## src/rtl/seven_seg_mux_if.sv

```systemverilog
// seven_seg_mux_if: display register bundle between host and scanner.
// master drives digits/controls, slave returns segment and select pins.
interface seven_seg_mux_if #(
  parameter int NUM_DIGITS = 4
);
  logic [5*NUM_DIGITS-1:0] value_in;
  logic [8*NUM_DIGITS-1:0] bit_array_in;
  logic                    anim_en_in;
  logic                    blank_lz_in;
  logic [NUM_DIGITS-1:0]   blink_mask_in;
  logic                    display_on_in;
  logic [7:0]              seg_out;
  logic [NUM_DIGITS-1:0]   digit_sel_out;

  modport master (
    output value_in,
    output bit_array_in,
    output anim_en_in,
    output blank_lz_in,
    output blink_mask_in,
    output display_on_in,
    input  seg_out,
    input  digit_sel_out
  );

  modport slave (
    input  value_in,
    input  bit_array_in,
    input  anim_en_in,
    input  blank_lz_in,
    input  blink_mask_in,
    input  display_on_in,
    output seg_out,
    output digit_sel_out
  );
endinterface

```

## src/rtl/seven_seg_mux.sv

```systemverilog
// seven_seg_mux: time-multiplexed common-cathode 7-seg scanner.
// Ports: clk, rst_n (async low), bus (slave: digits in, seg/sel out).
module seven_seg_mux #(
  parameter int NUM_DIGITS   = 4,
  parameter int SCAN_DIV     = 1024,
  parameter int BLANK_CYCLES = 16,
  parameter int BLINK_LOG2   = 6
) (
  input  logic            clk,
  input  logic            rst_n,
  seven_seg_mux_if.slave  bus
);

  localparam int PW = (SCAN_DIV > 1) ? $clog2(SCAN_DIV) : 1;
  localparam int IW = $clog2(NUM_DIGITS);
  localparam int ND = NUM_DIGITS;

  logic [PW-1:0]         r_presc;
  logic [IW-1:0]         r_idx;
  logic [BLINK_LOG2-1:0] r_fcnt;

  logic [5*ND-1:0]       r_val;
  logic [8*ND-1:0]       r_bits;
  logic                  r_anim;
  logic                  r_lz;
  logic [ND-1:0]         r_blink;

  logic [7:0]            r_seg;
  logic [ND-1:0]         r_sel;

  logic                  w_slot_end;
  logic                  w_frame_end;
  logic [ND-1:0]         w_hi_zero;
  logic [3:0]            w_nib;
  logic                  w_dp;
  logic [7:0]            w_bits;
  logic                  w_blink;
  logic                  w_sup;
  logic                  w_blank;
  logic [6:0]            w_font;
  logic [7:0]            w_seg_nxt;
  logic [ND-1:0]         w_sel_nxt;

  assign w_slot_end  = (r_presc == PW'(SCAN_DIV - 1));
  assign w_frame_end = w_slot_end && (r_idx == IW'(ND - 1));

  always_ff @(posedge clk or negedge rst_n) begin
    if (!rst_n) begin
      r_presc <= '0;
      r_idx   <= '0;
    end else if (w_slot_end) begin
      r_presc <= '0;
      if (r_idx == IW'(ND - 1))
        r_idx <= '0;
      else
        r_idx <= r_idx + 1'b1;
    end else begin
      r_presc <= r_presc + 1'b1;
    end
  end

  // Inputs are captured only on frame wrap so a
  // frame never mixes old and new digit values.
  always_ff @(posedge clk or negedge rst_n) begin
    if (!rst_n) begin
      r_fcnt  <= '0;
      r_val   <= '0;
      r_bits  <= '0;
      r_anim  <= 1'b0;
      r_lz    <= 1'b0;
      r_blink <= '0;
    end else if (w_frame_end) begin
      r_fcnt  <= r_fcnt + 1'b1;
      r_val   <= bus.value_in;
      r_bits  <= bus.bit_array_in;
      r_anim  <= bus.anim_en_in;
      r_lz    <= bus.blank_lz_in;
      r_blink <= bus.blink_mask_in;
    end
  end

  // w_hi_zero[i]: nibble i and every more
  // significant nibble are zero.
  always_comb begin
    w_hi_zero = '1;
    for (int i = 0; i < ND; i++) begin
      for (int j = 0; j < ND; j++) begin
        if (j >= i && r_val[5*j +: 4] != 4'h0)
          w_hi_zero[i] = 1'b0;
      end
    end
  end

  always_comb begin
    w_nib   = '0;
    w_dp    = 1'b0;
    w_bits  = '0;
    w_blink = 1'b0;
    w_sup   = 1'b0;
    for (int i = 0; i < ND; i++) begin
      if (r_idx == IW'(i)) begin
        w_nib   = r_val[5*i +: 4];
        w_dp    = r_val[5*i + 4];
        w_bits  = r_bits[8*i +: 8];
        w_blink = r_blink[i];
        w_sup   = (i != 0) && w_hi_zero[i];
      end
    end
  end

  always_comb begin
    w_font = 7'h00;
    case (w_nib)
      4'h0: w_font = 7'h3F;
      4'h1: w_font = 7'h06;
      4'h2: w_font = 7'h5B;
      4'h3: w_font = 7'h4F;
      4'h4: w_font = 7'h66;
      4'h5: w_font = 7'h6D;
      4'h6: w_font = 7'h7D;
      4'h7: w_font = 7'h07;
      4'h8: w_font = 7'h7F;
      4'h9: w_font = 7'h67;
      4'hA: w_font = 7'h77;
      4'hB: w_font = 7'h7C;
      4'hC: w_font = 7'h39;
      4'hD: w_font = 7'h5E;
      4'hE: w_font = 7'h79;
      4'hF: w_font = 7'h71;
      default: w_font = 7'h00;
    endcase
  end

  // Blank at slot start (anti-ghosting), when
  // disabled, or in the dark half of a blink.
  assign w_blank = (r_presc < PW'(BLANK_CYCLES))
                || !bus.display_on_in
                || (w_blink && r_fcnt[BLINK_LOG2-1]);

  always_comb begin
    w_seg_nxt = '0;
    w_sel_nxt = '0;
    if (!w_blank) begin
      w_sel_nxt = ND'(1) << r_idx;
      if (r_anim)
        w_seg_nxt = w_bits;
      else if (r_lz && w_sup)
        w_seg_nxt = {w_dp, 7'h00};
      else
        w_seg_nxt = {w_dp, w_font};
    end
  end

  always_ff @(posedge clk or negedge rst_n) begin
    if (!rst_n) begin
      r_seg <= '0;
      r_sel <= '0;
    end else begin
      r_seg <= w_seg_nxt;
      r_sel <= w_sel_nxt;
    end
  end

  assign bus.seg_out       = r_seg;
  assign bus.digit_sel_out = r_sel;

endmodule

```

## src/flat_wrapper.sv

```systemverilog
// flat-port wrapper written by rule: the top's interface ports become plain ports
module seven_seg_mux_flat 
#(
  parameter int NUM_DIGITS   = 4,
  parameter int SCAN_DIV     = 1024,
  parameter int BLANK_CYCLES = 16,
  parameter int BLINK_LOG2   = 6
)
  (clk, rst_n, bus_value_in, bus_bit_array_in, bus_anim_en_in, bus_blank_lz_in, bus_blink_mask_in, bus_display_on_in, bus_seg_out, bus_digit_sel_out);
  seven_seg_mux_if #(.NUM_DIGITS(NUM_DIGITS)) bus_i ();
  input  logic clk;
  input  logic rst_n;
  input wire logic [$bits(bus_i.value_in)-1:0] bus_value_in;
  input wire logic [$bits(bus_i.bit_array_in)-1:0] bus_bit_array_in;
  input wire logic [$bits(bus_i.anim_en_in)-1:0] bus_anim_en_in;
  input wire logic [$bits(bus_i.blank_lz_in)-1:0] bus_blank_lz_in;
  input wire logic [$bits(bus_i.blink_mask_in)-1:0] bus_blink_mask_in;
  input wire logic [$bits(bus_i.display_on_in)-1:0] bus_display_on_in;
  output wire logic [$bits(bus_i.seg_out)-1:0] bus_seg_out;
  output wire logic [$bits(bus_i.digit_sel_out)-1:0] bus_digit_sel_out;
  assign bus_i.value_in = bus_value_in;
  assign bus_i.bit_array_in = bus_bit_array_in;
  assign bus_i.anim_en_in = bus_anim_en_in;
  assign bus_i.blank_lz_in = bus_blank_lz_in;
  assign bus_i.blink_mask_in = bus_blink_mask_in;
  assign bus_i.display_on_in = bus_display_on_in;
  assign bus_seg_out = bus_i.seg_out;
  assign bus_digit_sel_out = bus_i.digit_sel_out;
  seven_seg_mux #(.NUM_DIGITS(NUM_DIGITS), .SCAN_DIV(SCAN_DIV), .BLANK_CYCLES(BLANK_CYCLES), .BLINK_LOG2(BLINK_LOG2)) u_core (.clk(clk), .rst_n(rst_n), .bus(bus_i));
endmodule
```

## config.mk

```make
export PLATFORM = sky130hd
export DESIGN_NAME = seven_seg_mux_flat
export DESIGN_NICKNAME = d
export VERILOG_FILES = /design/src/rtl/seven_seg_mux_if.sv /design/src/rtl/seven_seg_mux.sv /design/src/flat_wrapper.sv
export SDC_FILE = /design/constraint.sdc
export NUM_CORES = 1
export LEC_CHECK = 0
export BUFFER_PORTS_ARGS = -buffer_cell sky130_fd_sc_hd__buf_2
export CAP_MARGIN = 30
export CORE_AREA = 2 2 100 102
export CTS_CLUSTER_DIAMETER = 30
export DETAILED_ROUTE_END_ITERATION = 8
export DIE_AREA = 0 0 102 104
export PLACE_DENSITY = 0.65
export SYNTH_ARGS = -nofsm -noshare
export SYNTH_HDL_FRONTEND = slang
export SYNTH_SLANG_ARGS = --single-unit
```

## constraint.sdc

```tcl
create_clock -name clk -period 3.4 [get_ports clk]
set_clock_uncertainty 0.15 [all_clocks]
set_input_delay 0.68 -clock clk [delete_from_list [all_inputs] [get_ports clk]]
set_output_delay 0.68 -clock clk [all_outputs]
set_load 0.01 [all_outputs]
```

==> results of run 1 <==
==> stage by stage <==
stage | hold slack [ps] | cells | instance area, sq um
floorplan | 234 | 462 | 4210
global placement | 293 | 653 | 4710
detailed placement | 305 | 654 | 4730
CTS | 79.5 | 670 | 4990
global route | 87.4 | 670 | 4990
finish | 75.7 | 670 | 4990
==> cell type report <==
type                            count  share of cell area, %
Clock inverter                      4                   1.98
Timing Repair Buffer               83                   9.33
Tap cell                          133                   3.34
Multi-Input combinational cell    336                   37.0
Sequential cell                    88                   44.2
Clock buffer                       12                   3.11
Inverter                           14                   1.05
==> synthesized netlist by cell type (all sizes together) (2+ instances only) <==
| master | number |
|---|---|
| xnor2 | 6 |
| mux2i | 6 |
| nor3 | 6 |
| nand3b | 4 |
| nand3 | 10 |
| nand2 | 187 |
| o21ai | 11 |
| o311ai | 3 |
| o22ai | 2 |
| nand4 | 2 |
| nor4 | 3 |
| ha | 12 |
| nor3b | 2 |
| clkbuf | 7 |
| or3 | 2 |
| a221o | 2 |
| mux2 | 2 |
| o211ai | 2 |
| a211oi | 9 |
| xor2 | 6 |
| inv | 13 |
| nor2 | 21 |
| a21oi | 8 |
| dfrtp | 88 |
| o31ai | 3 |
| nor2b | 2 |
| or4 | 2 |
| a221oi | 12 |
| buf | 17 |
==> critical path, delay by kind of cell (launching register included) <==
family	cells	cell delay, ps
flops	1	380
buf+inv	1	90
fa+ha+maj	2	610
simple gates	3	640
compound gates	4	750
==> power breakdown <==
| group | internal [mW] | total (mW) | switching (mW) |
|---|---|---|---|
| Clock | 0.532 | 0.906 | 0.374 |
| Sequential | 1.05 | 1.05 | 0.00130 |
| Combinational | 0.0344 | 0.0735 | 0.0391 |
==> cell families after synthesis <==
group                    share of synthesized area [%]
AND/OR/NAND/NOR                                   24.5
flip-flops                                        52.3
AO/OA/AOI/OAI                                     10.9
buffers and inverters                             4.10
XOR/XNOR                                          2.49
adder cells (fa/ha/maj)                           3.56
multiplexers                                      2.14
==> metal layers <==
metal	vias to the layer above	global-route usage, %
li1	1674	-
met1	1611	29.3
met2	103	29.6
met3	16	3.76
met4	0	7.71
met5	-	0
==> sequential cells by signal (all words and copies together) (netlist names) <==
register,cells
u_core.r_bits,32
u_core.bus.seg_out,8
u_core.r_val,20
u_core.bus.digit_sel_out,4
u_core.r_lz,1
u_core.r_presc,10
u_core.r_blink,4
u_core.r_fcnt,6
u_core.r_idx,2
u_core.r_anim,1
==> final timing paths <==
path / end / from / cells after the start
max in group asynchronous: u_core.r_bits[15]$_DFFE_PN0P_ / rst_n / 2
max reg2reg: u_core.bus.seg_out[1]$_DFF_PN0_ / u_core.r_idx[0]$_DFFE_PN0N_ / 10
max: u_core.bus.seg_out[1]$_DFF_PN0_ / u_core.r_idx[0]$_DFFE_PN0N_ / 10
min: u_core.r_presc[5]$_DFF_PN0_ / rst_n / 1
min reg2reg: u_core.r_fcnt[5]$_DFFE_PN0P_ / u_core.r_fcnt[5]$_DFFE_PN0P_ / 1
min in group clk: u_core.r_fcnt[5]$_DFFE_PN0P_ / u_core.r_fcnt[5]$_DFFE_PN0P_ / 1
==> results.json, run 1 <==
{
  "status": "finished clean",
  "clk_pin_slew_ps": 90,
  "synth_top_area_share_pct": 52.3,
  "drt-wirelength-per-cell_um": 14.9,
  "ys_warn_count": 0,
  "hold_violations": 0,
  "h-tree-depth": 3,
  "crit_path_top_delay_cell": "dfrtp_1",
  "antenna_cells": 0,
  "yosysTopAreaCell": "dfrtp_1",
  "powerDensity_nw_per_um2": 407,
  "ys_ff_latch": 88,
  "syn_inst": 462,
  "tns_ps": 0,
  "drv_slew": 0,
  "wl_met1_um": 4670,
  "cts_tree": "yes",
  "drt_drc_violations_left": 0,
  "cts_buffer_depth": 2,
  "topRoutingLayerUsed": "met4",
  "most-common-layout-cells": "nand2_1 (187), dfrtp_1 (88), buf_2 (71)",
  "required_ps": 3470,
  "layout_setup_ws_ps": 640,
  "irDropWorstVdd_uv": 229,
  "start_kind": "flop",
  "grt_start_max_net_pins": 64,
  "slew_headroom_pct": 55.9,
  "finalNetCount": 605,
  "criticalPathCategory": "reg -> reg",
  "route.vias.total": 3404,
  "path_cells": "inv_1 > ha_1 > nor2b_1 > a221oi_1 > nor3_1 > a21oi_1 > ha_1 > or3_1 > o211ai_1 > a21oi_1",
  "finalCritPeriodShare_pct": 81.2,
  "syn2layout_area_growth_pct": 18.4,
  "drt-initial-drc-count": 132,
  "die_y_um": 104,
  "synth-edff-count": 0,
  "ioPinCount": 73,
  "max_stage_delay_ps": 380,
  "via_per_inst": 5.08,
  "synthFlopType": "dfrtp_1",
  "wl_met3_um": 487,
  "cts_hold_buf": 0,
  "cts_made_buffers": 9,
  "wl_met2_um": 4620,
  "min_path_type": "in -> async",
  "antenna_left": 0,
  "overflow": 0,
  "n_fill_cell": 913,
  "layout-drive-gt1-share_pct": 20.1,
  "async_flop_share_pct": 100,
  "drtPass1Iterations": 4,
  "place_congestion": 0.904,
  "routed_wl_um": 9960,
  "portBuffers": 72,
  "antenna_found_initial": 0,
  "timing.max_cap.violations": 0,
  "cts_root_buf": "clkbuf_8",
  "syn_nets": 535,
  "clock_sinks": 88,
  "leakage_nw": 2.34,
  "synth_area_sq_um": 4210,
  "syn_area_per_cell_sq_um": 9.12,
  "insertion_delay_ps": 360,
  "die_x_um": 102,
  "grt_pass1_wl_um": 16600,
  "final_util_pct": 52.2,
  "rrSetupSlack_ps": 640,
  "worst_setup_path_end_kind": "flop",
  "cp.arrival_ps": 2830,
  "multi_input_area_sq_um": 1850,
  "critPathMaxFanout": 5,
  "max_freq_mhz": 362,
  "area.sequential_sq_um": 2200,
  "finalPower_mw": 2.03,
  "hpwl_um": 7230,
  "dp_slack_ps": 654,
  "grt_use_total_pct": 20.1,
  "dieArea_sq_um": 10600,
  "final_common_cell": "nand2_1",
  "fin_crit_ps": 2760,
  "cts_resized": 0,
  "rows": 36,
  "grt_pass1_vias": 3356,
  "rsz0062_at_grt": "false",
  "cts_post_setup_buffers_inserted": 0,
  "ys_top_cells_by_area": "dfrtp_1 (52%), nand2_1 (17%), ha_1 (3.6%)",
  "synth_cell_types": 52,
  "core_area_sq_um": 9550,
  "start_util_pct": 44.1,
  "ys_seq_area_share_pct": 52.3,
  "setup_viol_count_final": 0,
  "tightest_slew_ps": 659
}
No activity file was read; power rests on OpenSTA's default activity.
==> run 2, diff against run 1 <==
clock period = 2.7 ns   (was 3.4 ns; I/O delays follow)
==> run 2 against run 1 <==
Effect of this change: global-route usage is 0.36 points lower; combinational power grew 29%; clock power is 2.3% lower; final area grew 0.45%; first-iteration DRC count up 36%; wire length decreased by 1.5%; sequential power up 26%; critical path type unchanged.
==> results.json, run 2 (same netlist as run 1, synthesis figures left out) <==
{
  "tightest_slew_ps": 601,
  "timing.max_cap.violations": 0,
  "combPwrFrac_pct": 4.1,
  "status": "finished clean",
  "tns_ps": 0,
  "rows": 36,
  "final_common_cell": "nand2_1",
  "finalNetCount": 614,
  "path_buf_inv": 1,
  "max_stage_delay_ps": 510,
  "place_area_sq_um": 4810,
  "n_fill_cell": 938,
  "drt_drc_violations_left": 0,
  "regMostFlops": "u_core.r_bits",
  "cts_made_buffers": 9,
  "die_x_um": 102,
  "slew_headroom_pct": 59.9,
  "setup_viol_count_final": 0,
  "max_freq_mhz": 393,
  "antenna_cells": 0,
  "drt-wirelength-per-cell_um": 14.5,
  "crit_family": "compound AO/OA/AOI/OAI gates",
  "h-tree-depth": 3,
  "portBuffers": 72,
  "irDropWorstVdd_uv": 194,
  "clk_pin_slew_ps": 90,
  "hpwl_um": 7260,
  "largest_register_ffs": 32,
  "cts_root_buf": "clkbuf_8",
  "core_area_sq_um": 9550,
  "route.vias.total": 3450,
  "cts_hold_buf": 0,
  "drt-initial-drc-count": 179,
  "p_switching_mw": 0.518,
  "antenna_found_initial": 0,
  "drv_slew": 0,
  "reg2regPathDepth": 7,
  "layout-drive-gt1-share_pct": 22.4,
  "required_ps": 2810,
  "grt_start_max_net_pins": 45,
  "grt_pass1_vias": 3443,
  "ioPinCount": 73,
  "dieArea_sq_um": 10600,
  "insertion_delay_ps": 360,
  "clock_sinks": 88,
  "dp_slack_ps": 121,
  "stdcell_area_sq_um": 5010,
  "most-common-layout-cells": "nand2_1 (187), dfrtp_1 (88), buf_2 (71)",
  "cts_post_setup_buffers_inserted": 0,
  "switching_share_pct": 22.5,
  "start_util_pct": 44.1,
  "cp.arrival_ps": 2660,
  "critPathMaxFanout": 11,
  "syn2layout_area_growth_pct": 18.9,
  "criticalPathCategory": "reg -> reg",
  "hold_violations": 0,
  "start_kind": "flop",
  "path_cells": "ha_1 > buf_4 > a211oi_2 > a221oi_4 > mux2i_1 > o211ai_1 > a211oi_1",
  "min_path_type": "in -> async",
  "crit_path_top_delay_cell": "a221oi_4",
  "via_per_inst": 5.09,
  "die_y_um": 104,
  "fin_crit_ps": 2540,
  "cts_tree": "yes",
  "layout_setup_ws_ps": 156,
  "grt_pass1_wl_um": 16400,
  "powerDensity_nw_per_um2": 460,
  "place_congestion": 0.900,
  "worst_setup_path_end_kind": "flop",
  "cts_buffer_depth": 2,
  "sequentialPowerShare_pct": 57.5,
  "cp.depth": 7,
  "reg.largest.list": "u_core.r_bits: 32 flops, u_core.r_val: 20 flops, u_core.r_presc: 10 flops",
  "overflow": 0,
  "drtPass1Iterations": 5,
  "clkPwrFrac_pct": 38.4,
  "p_int_mw": 1.79,
  "routed_wl_um": 9820,
  "leakage_nw": 2.35,
  "grt_use_total_pct": 19.7,
  "antenna_left": 0,
  "finalCritPeriodShare_pct": 94.2
}
run 2: area by class of cell:
type,instances,area [sq um],area share (%)
clock inverters,6,61.3,1.22
multi-input cells,336,1870,37.2
repair buffers,92,538,10.7
clock buffers,9,124,2.47
well taps,133,166,3.32
flip-flops and latches,88,2200,44.0
inverters,14,52.6,1.05
run 2: metrics by stage:
| step | total power [mW] | util (%) | std cells | hold slack [ps] |
|---|---|---|---|---|
| 2_1_floorplan | 1.36 | - | 462 | 94.4 |
| 3_3_place_gp | 1.45 | 50.3 | 663 | 296 |
| 3_5_place_dp | 1.45 | 50.3 | 663 | 303 |
| 4_1_cts | 2.34 | 52.3 | 678 | 41.8 |
| 5_1_grt | 2.40 | 52.5 | 678 | 69.5 |
| 6_report | 2.31 | 52.5 | 678 | 32.5 |
run 2: what timing repair did:
item,CTS,global route
endpoints found under the hold margin,0,0
gates resized for setup,0,6
endpoints found under the setup margin,0,7
run 2: power groups by stage:
stage	Sequential (mW)	Combinational [mW]	Clock (mW)
2_1_floorplan	1.36	0.00829	0
3_3_place_gp	1.35	0.0952	0
3_5_place_dp	1.35	0.0973	0
4_1_cts	1.32	0.0981	0.913
5_1_grt	1.33	0.108	0.965
6_report	1.32	0.0951	0.885
run 2: worst paths after layout:
| check | slack [ps] | to | start |
|---|---|---|---|
| worst max-delay path | 160 | u_core.bus.seg_out[5]$_DFF_PN0_ | u_core.r_idx[0]$_DFFE_PN0N_ |
| worst min-delay path | 30 | u_core.r_presc[6]$_DFF_PN0_ | rst_n |
| worst max register to register | 160 | u_core.bus.seg_out[5]$_DFF_PN0_ | u_core.r_idx[0]$_DFFE_PN0N_ |
| worst min register to register | 310 | u_core.r_presc[0]$_DFF_PN0_ | u_core.r_presc[0]$_DFF_PN0_ |
| max in group asynchronous | 1740 | u_core.r_bits[13]$_DFFE_PN0P_ | rst_n |
| min in group clk | 210 | u_core.r_bits[19]$_DFFE_PN0P_ | bus_bit_array_in[19] |
run 2: worst reg2reg max path, cell delays in order, from the launching register on:
cell      delay (ps)
dfrtp_1          400
ha_1             440
buf_4            230
a211oi_2          60
a221oi_4         510
mux2i_1          260
o211ai_1         100
a211oi_1         290
run 2: per-layer routing:
metal	global-route usage (%)	vias to the layer above	routed length, um
li1	-	1688	-
met1	27.9	1657	4590
met2	29.3	86	4490
met3	2.89	19	517
met4	10.1	0	226
met5	0	-	0
==> run 3, diff against run 2 <==
CORE_AREA = 2 2 90 92   (was 2 2 100 102)
DIE_AREA = 0 0 92 94   (was 0 0 102 104)
PLACE_DENSITY = 0.79   (was 0.65)
==> run 3 against run 2 <==
Effect of this change: final area hardly changed; sequential power hardly changed; via count is 2.0% higher; die area is 18% lower; utilization is 13 points higher; register-to-register slack worse by 20 ps; maximum frequency is 0.62% lower; sequential cell count stayed put; critical endpoint is now u_core.bus.seg_out[3]$_DFF_PN0_; largest power group unchanged.
==> results.json, run 3 (same netlist as run 1, synthesis figures left out) <==
{
  "min_path_type": "in -> reg",
  "drtPass1Iterations": 5,
  "layout-drive-gt1-share_pct": 22.8,
  "tightest_slew_ps": 557,
  "grt_use_total_pct": 23.9,
  "r2r-end": "u_core.bus.seg_out[3]$_DFF_PN0_",
  "die_y_um": 94,
  "dieArea_sq_um": 8650,
  "overflow": 0,
  "reg.largest.list": "u_core.r_bits: 32 flops, u_core.r_val: 20 flops, u_core.r_presc: 10 flops",
  "rrSetupSlack_ps": 140,
  "finalPower_mw": 2.39,
  "whs_endpoint": "u_core.r_bits[13]$_DFFE_PN0P_",
  "critPathMaxFanout": 4,
  "setup.worst_path.start": "u_core.r_idx[0]$_DFFE_PN0N_",
  "finalNetCount": 612,
  "multi_input_area_sq_um": 1880,
  "status": "finished clean",
  "die_x_um": 92,
  "leakage_nw": 2.36,
  "route.vias.total": 3519,
  "antenna_left": 0,
  "criticalPathCategory": "reg -> reg",
  "timing.rr.start": "u_core.r_idx[0]$_DFFE_PN0N_",
  "timing.max_cap.violations": 0,
  "hold_violations": 0,
  "hp-start": "bus_bit_array_in[13]",
  "most-common-layout-cells": "nand2_1 (186), dfrtp_1 (88), buf_2 (71)",
  "max_freq_mhz": 391,
  "final_common_cell": "nand2_1",
  "syn2layout_area_growth_pct": 18.9,
  "fin_crit_ps": 2560,
  "irDropWorstVdd_uv": 248,
  "grt_pass1_wl_um": 16100,
  "start_util_pct": 55.4,
  "path_buf_inv": 3,
  "whs_ps": 214,
  "clk_pin_slew_ps": 90,
  "slew_headroom_pct": 62.8,
  "regMostFlops": "u_core.r_bits",
  "portBuffers": 72,
  "cts_buffer_depth": 2,
  "crit_path_top_delay_cell": "dfrtp_1",
  "n_fill_cell": 626,
  "finalCritPeriodShare_pct": 94.8,
  "via_per_inst": 5.45,
  "max_stage_delay_ps": 410,
  "antenna_cells": 0,
  "required_ps": 2780,
  "grt_start_max_net_pins": 67,
  "powerDensity_nw_per_um2": 476,
  "drt-wirelength-per-cell_um": 14.9,
  "drt-initial-drc-count": 248,
  "drt_drc_violations_left": 0,
  "path_cells": "inv_1 > ha_1 > nor2b_2 > a221oi_2 > nor3_2 > a21oi_2 > inv_1 > ha_1 > inv_1 > mux2_4 > mux2i_2 > a211oi_2",
  "cp.arrival_ps": 2640,
  "crit_family": "multiplexers",
  "reg2regPathDepth": 12,
  "critPathMostFrequentCell": "inv_1",
  "clock_sinks": 88,
  "cts_tree": "yes",
  "start_kind": "flop",
  "rows": 32,
  "cts_root_buf": "clkbuf_8",
  "area.sequential_sq_um": 2200,
  "antenna_found_initial": 0,
  "hold_depth": 3,
  "place_congestion": 0.902,
  "insertion_delay_ps": 360,
  "worst_setup_path_end_kind": "flop",
  "setup_viol_count_final": 0,
  "core_area_sq_um": 7610,
  "drv_slew": 0,
  "hpwl_um": 7020,
  "h-tree-depth": 3,
  "routed_wl_um": 9610,
  "grt_pass1_vias": 3380,
  "ioPinCount": 73,
  "cts_made_buffers": 9,
  "largest_register_ffs": 32
}
-- run 3: changes by cell type in the layout (fill, tap and decap cells not counted), sizes merged --
cell         change
clkinvlp         -1
dlygate4sd3      +1
clkinv           -3
clkbuf           +5
buf              -3
-- run 3: worst max path at each step --
stage | endpoint | depth (start not counted)
2_1_floorplan | u_core.bus.seg_out[1]$_DFF_PN0_ | 10
3_5_place_dp | u_core.bus.seg_out[3]$_DFF_PN0_ | 12
6_report | u_core.bus.seg_out[3]$_DFF_PN0_ | 12
3_3_place_gp | u_core.bus.seg_out[1]$_DFF_PN0_ | 10
5_1_grt | u_core.bus.seg_out[0]$_DFF_PN0_ | 11
4_1_cts | u_core.bus.seg_out[3]$_DFF_PN0_ | 12
-- run 3: where the power goes --
group / switching [mW] / internal (mW)
clock network: 0.442 / 0.528
registers: 0.00145 / 1.32
logic: 0.0479 / 0.0432
-- run 3: metal layers --
layer,part of all wire [%],global-route usage (%)
met3,6.6,4.25
met2,46,37.6
met5,0,0
met1,45,33.6
met4,2.6,8.71
-- run 3: cell type report --
type	instances	share of cell area (%)
Multi-Input combinational cell	336	37.6
Clock buffer	14	3.65
Sequential cell	88	44.0
Tap cell	102	2.55
Timing Repair Buffer	90	10.5
Inverter	14	1.05
Clock inverter	2	0.699
-- run 3: what timing repair did --
item	4_1_cts	5_1_grt
resized for setup	0	10
hold buffers	1	0
endpoints found under the setup margin	0	7
endpoints found under the hold margin	4	0
setup buffers	0	0
-- run 3: per-stage QoR --
| stage | setup slack, ps | TNS [ps] | utilization (%) | cells | instance area, sq um |
|---|---|---|---|---|---|
| 2_1_floorplan | 83.5 | 0 | - | 462 | 4210 |
| 6_report | 141 | 0 | 65.8 | 646 | 5010 |
| 3_3_place_gp | 246 | 0 | 62.4 | 629 | 4740 |
| 4_1_cts | 85.5 | 0 | 65.4 | 646 | 4970 |
| 3_5_place_dp | 116 | 0 | 62.4 | 629 | 4740 |
| 5_1_grt | -10.3 | -10.3 | 65.8 | 646 | 5010 |
-- run 3: tightest hold or removal path, cell delays in order --
cell and delay, ps:
buf_2 70, nand2_1 40, nand2_1 40
